<file path="config.mk">
export PLATFORM = sky130hd
export DESIGN_NAME = systolic_result_collector
export DESIGN_NICKNAME = d
export VERILOG_FILES = /design/src/rtl/systolic_pkg.sv /design/src/rtl/result_fifo.sv /design/src/rtl/systolic_result_collector.sv
export SDC_FILE = /design/constraint.sdc
export NUM_CORES = 1
export LEC_CHECK = 0
export ABC_AREA = 1
export CORE_ASPECT_RATIO = 0.9
export CORE_MARGIN = 2
export CORE_UTILIZATION = 40
export DETAILED_ROUTE_END_ITERATION = 6
export DONT_BUFFER_PORTS = 1
export PLACE_DENSITY = 0.68
export SLEW_MARGIN = 30
export SYNTH_ARGS = -nofsm -noshare
export SYNTH_HDL_FRONTEND = slang
export SYNTH_HIERARCHICAL = 1
export SYNTH_SLANG_ARGS = --single-unit
</file>
<file path="constraint.sdc">
create_clock -name clk -period 2.8 [get_ports clk]
set_clock_uncertainty 0.1 [all_clocks]
set_input_delay 0.14 -clock clk [delete_from_list [all_inputs] [get_ports clk]]
set_output_delay 0.14 -clock clk [all_outputs]
set_load 0.05 [all_outputs]
</file>
<file path="src/rtl/systolic_pkg.sv">
// systolic_pkg: shared collector state, output-beat marker and 2x2 result type
package systolic_pkg;
  typedef enum logic [1:0] {WAIT_B1, WAIT_B2, DRAIN_OE} col_state_t;
  localparam logic [7:0] OE_BEAT = 8'hFF;
  typedef struct packed {
    logic [7:0] c00;
    logic [7:0] c01;
    logic [7:0] c10;
    logic [7:0] c11;
  } c_mat_t;
  function automatic logic [15:0] decode_row(input logic [7:0] uo, input logic [7:0] uio);
    return {uio[7:4], uo[7:4], uio[3:0], uo[3:0]};
  endfunction
endpackage

</file>
<file path="src/rtl/result_fifo.sv">
// result_fifo: synchronous c_mat_t FIFO (clk, rst, push/din, pop, full/empty) with a registered head
module result_fifo
  import systolic_pkg::*;
#(
  parameter int DEPTH = 2
) (
  input  logic   clk,
  input  logic   rst,
  input  logic   push,
  input  c_mat_t din,
  input  logic   pop,
  output logic   full,
  output logic   empty,
  output c_mat_t head
);
  localparam int AW = $clog2(DEPTH);
  c_mat_t mem [DEPTH];
  logic [AW-1:0] wr_ptr, rd_ptr, rd_nxt;
  logic [AW:0] cnt, cnt_left;
  logic do_pop, do_push;
  assign full = cnt == (AW+1)'(DEPTH);
  assign empty = cnt == '0;
  assign do_pop = pop && !empty;
  assign do_push = push && (!full || do_pop);
  assign rd_nxt = rd_ptr + AW'(do_pop);
  assign cnt_left = cnt - (AW+1)'(do_pop);
  always_ff @(posedge clk)
    if (do_push) mem[wr_ptr] <= din;
  always_ff @(posedge clk) begin
    if (rst) begin
      wr_ptr <= '0;
      rd_ptr <= '0;
      cnt <= '0;
      head <= '0;
    end else begin
      wr_ptr <= wr_ptr + AW'(do_push);
      rd_ptr <= rd_nxt;
      cnt <= cnt_left + (AW+1)'(do_push);
      if (cnt_left != '0) head <= mem[rd_nxt];
      else if (do_push) head <= din;
    end
  end
endmodule

</file>
<file path="src/rtl/systolic_result_collector.sv">
// systolic_result_collector: reassembles two-beat nibble-split core output into 2x2 results, buffers them and hands them out over valid/ready
module systolic_result_collector
  import systolic_pkg::*;
#(
  parameter int FIFO_DEPTH = 2,
  parameter int DROP_CNT_W = 8
) (
  input  logic                  clk,
  input  logic                  rst,
  input  logic [7:0]            mm_uo,
  input  logic [7:0]            mm_uio,
  input  logic [7:0]            mm_oe,
  output logic [7:0]            res_c00,
  output logic [7:0]            res_c01,
  output logic [7:0]            res_c10,
  output logic [7:0]            res_c11,
  output logic                  res_valid,
  input  logic                  res_ready,
  output logic                  proto_err,
  output logic [DROP_CNT_W-1:0] drop_cnt
);
  col_state_t state;
  logic [15:0] row0, row_now;
  logic beat, push, pop, full, empty;
  c_mat_t din, head;
  assign beat = mm_oe == OE_BEAT;
  assign row_now = decode_row(mm_uo, mm_uio);
  assign push = state == WAIT_B2 && beat;
  assign pop = res_valid && res_ready;
  assign din = {row0, row_now};
  assign res_valid = !empty;
  assign res_c00 = head.c00;
  assign res_c01 = head.c01;
  assign res_c10 = head.c10;
  assign res_c11 = head.c11;
  always_ff @(posedge clk) begin
    if (rst) begin
      state <= WAIT_B1;
      row0 <= '0;
      proto_err <= 1'b0;
      drop_cnt <= '0;
    end else begin
      case (state)
        WAIT_B1: begin
          if (beat) row0 <= row_now;
          state <= beat ? WAIT_B2 : WAIT_B1;
        end
        WAIT_B2: begin
          if (!beat) proto_err <= 1'b1;
          state <= beat ? DRAIN_OE : WAIT_B1;
        end
        DRAIN_OE: begin
          if (beat) proto_err <= 1'b1;
          state <= beat ? DRAIN_OE : WAIT_B1;
        end
        default: state <= WAIT_B1;
      endcase
      if (push && full && !pop && drop_cnt != '1) drop_cnt <= drop_cnt + 1'b1;
    end
  end
  result_fifo #(.DEPTH(FIFO_DEPTH)) u_fifo (
    .clk  (clk),
    .rst  (rst),
    .push (push),
    .din  (din),
    .pop  (pop),
    .full (full),
    .empty(empty),
    .head (head)
  );
endmodule

</file>
==> results.json <==
{
  "status": "complete, no violations",
  "via_per_inst": 5.124,
  "hold_class": "input pin to flip-flop",
  "dp_hpwl_um": 8339,
  "seq_area_frac_synth_pct": 55.56,
  "clockBufferDepth": 2,
  "setup_viol": 0,
  "die_w_um": 130.2,
  "drive_gt1_share_pct": 11.51,
  "syn_nets": 704,
  "die_y_um": 117.5,
  "postCtsHoldBufs": 28,
  "period_minus_slack_ns": 2.592,
  "holdWs_ns": 0.07225,
  "maxSlewHeadroom_pct": 51.63,
  "fillers": 1329,
  "gp_congestion": 0.7635,
  "num_vias": 4601,
  "ys_ff_latch": 127,
  "wl_per_cell_um": 15.32,
  "synthMuxAreaShare_pct": 0,
  "path_class": "input pin to flip-flop",
  "post_cts_resized": 0,
  "synthArstFlopShare_pct": 0,
  "synth-adder-area-share_pct": 1.529,
  "ys_types": 25,
  "grt_pass1_wl_um": 22390,
  "fin_crit_sh_pct": 92.56,
  "core_um2": 14000,
  "maxCapViolCount": 0,
  "ys_warn_count": 6,
  "ant_nets": 0,
  "power.density_nw_per_um2": 643.2,
  "io_pins": 69,
  "antenna_found_initial": 1,
  "synthFlopType": "edfxtp_1",
  "rsz0062_at_grt": "no",
  "grt_max_degree": 97,
  "post-place-ws_ns": 0.4024,
  "syn_inst": 670,
  "cts.sink_count": 127,
  "fmax_ghz": 0.3858,
  "clkTransAtPathRegs_ns": 0.06,
  "syn_avg_cell_area_um2": 8.551,
  "reg2reg_to": "u_fifo/head[15]",
  "final_nets": 725,
  "tns_ns": 0,
  "htree_levels": 4,
  "grt_pass1_vias": 4471,
  "fin_ws_ns": 0.2082,
  "fp-row-count": 41,
  "wl_met2_um": 6781,
  "worst_ep_arrival_time_ns": 2.85,
  "routed.top_layer": "met4",
  "drt-met1-wl_um": 5756,
  "mostFrequentLayoutCell": "nand3_1",
  "required_ns": 3.06,
  "initial_utilization_pct": 40.91,
  "wl_met3_um": 1094,
  "leakage_nw": 2.641,
  "cts_tree": "yes",
  "dieArea_um2": 15300,
  "r2r.worst_path.cells": 15,
  "whs_endpoint": "drop_cnt[6]",
  "track_usage_pct": 18.83,
  "cts_buffers": 17,
  "cts_setup_buffers": 0,
  "layout_common_cells": "nand3_1, nor2_1, nand2_1",
  "hold_viol": 0,
  "rrSetupSlack_ns": 0.33,
  "synthXorXnorAreaFrac_pct": 0,
  "dr.pass1.iters": 5,
  "peakVddDrop_uv": 414.1,
  "overflow": 0,
  "synth-edff-count": 64,
  "totalWireLength_um": 13760,
  "synthSimpleGateAreaFrac_pct": 31.64,
  "synth_compound_area_share_pct": 3.188,
  "r2r_start": "u_fifo/cnt[1]",
  "endpoint_kind": "flip-flop",
  "min-delay-start": "mm_oe[7]",
  "hold_path_depth": 6,
  "drt_iter0_markers": 465,
  "slew_violations": 0,
  "port_buffers": 0,
  "drc": 0,
  "insertion_delay_ns": 0.41,
  "area_delta_synth_final_pct": 17.54,
  "cts_root_buf": "clkbuf_16",
  "worst_pin_slew_ns": 0.7230,
  "cp-start-kind": "input pin",
  "synth_top_family_by_area": "simple AND/OR/NAND/NOR gates",
  "worstPathMaxFanout": 18,
  "synth_area_um2": 5729
}
==> cell usage after synthesis, types with 2 or more instances <==
| cell type | n | share of area (%) |
|---|---|---|
| a21oi_1 | 16 | 1.4 |
| a21oi_2 | 10 | 1.5 |
| buf_1 | 3 | 0.20 |
| buf_2 | 20 | 1.7 |
| buf_4 | 9 | 1.2 |
| buf_6 | 3 | 0.59 |
| dfxtp_1 | 63 | 22 |
| edfxtp_1 | 64 | 34 |
| ha_1 | 7 | 1.5 |
| inv_1 | 55 | 3.6 |
| inv_2 | 3 | 0.20 |
| nand2_1 | 121 | 7.9 |
| nand2_2 | 14 | 1.5 |
| nand3_1 | 140 | 12 |
| nand3_4 | 2 | 0.61 |
| nand4_1 | 2 | 0.22 |
| nor2_1 | 123 | 8.1 |
| nor2_2 | 2 | 0.22 |
| nor2_4 | 3 | 0.59 |
| nor3_1 | 3 | 0.26 |
| o21ai_0 | 3 | 0.26 |
==> where the power goes <==
group	switching, mW	total (mW)	internal [mW]
sequential	0.000784	1.94	1.94
clock	0.826	2.31	1.49
combinational	0.0456	0.0734	0.0278
==> cell type report <==
cell class                 instances  area [µm²]  share of cell area, %
timing repair buffer              39       370.4                  5.500
inverter                          60       226.5                  3.363
sequential                       127        3183                  47.27
clock inverter                    14       192.7                  2.861
multi-input combinational        446        2088                  31.01
clock buffer                      18       429.2                  6.373
tap                              193       241.5                  3.586
antenna                            1       2.502                0.03716
==> registers in the layout, summed over array words and instances (netlist names) <==
register,cells
drop_cnt,8
u_fifo/rd_ptr,1
proto_err,1
u_fifo/cnt,2
u_fifo/head,32
row0,16
state,2
u_fifo/wr_ptr,1
u_fifo/mem,64
==> worst max-delay path, stage by stage <==
cell and delay (ns):
dlygate4sd3_1 0.57, nand2_2 0.05, dlygate4sd3_1 0.59, nor2_4 0.20, nand3_4 0.25, clkinv_2 0.31, nand2_2 0.08, a21oi_2 0.11
dlygate4sd3_1 0.55
==> kinds of logic after synthesis <==
logic type / after synthesis
buf+inv: 97
compound gates: 29
simple gates: 410
fa+ha+maj: 7
flops: 127
==> metrics by stage <==
stage / utilization, % / cells / instance area (µm²) / power (mW)
global route: 48.08 / 898 / 6734 / 4.457
global placement: 41.66 / 837 / 5834 / 2.006
floorplan: - / 670 / 5732 / 2.007
CTS: 48.10 / 897 / 6736 / 4.360
detailed placement: 41.66 / 837 / 5834 / 2.007
finish: 48.08 / 898 / 6734 / 4.331
==> per-layer routing <==
metal  global-route usage [%]  vias up
met4                    5.242        0
met2                    31.38      169
met1                    23.52     2190
met5                        0        -
li1                         -     2232
met3                    5.818       10
==> worst max path at each step <==
| stage | start | to | slack (ns) |
|---|---|---|---|
| after floorplan | u_fifo/cnt[1] | u_fifo/mem[1][0] | 0.25 |
| after global placement | u_fifo/cnt[1] | u_fifo/head[25] | 0.58 |
| after detailed placement | u_fifo/cnt[1] | u_fifo/head[15] | 0.40 |
| after CTS | mm_oe[0] | row0[13] | 0.25 |
| after global routing | u_fifo/cnt[0] | u_fifo/head[18] | 0.1 |
| final | mm_oe[0] | row0[13] | 0.21 |
(Power assumes the default switching activity.)
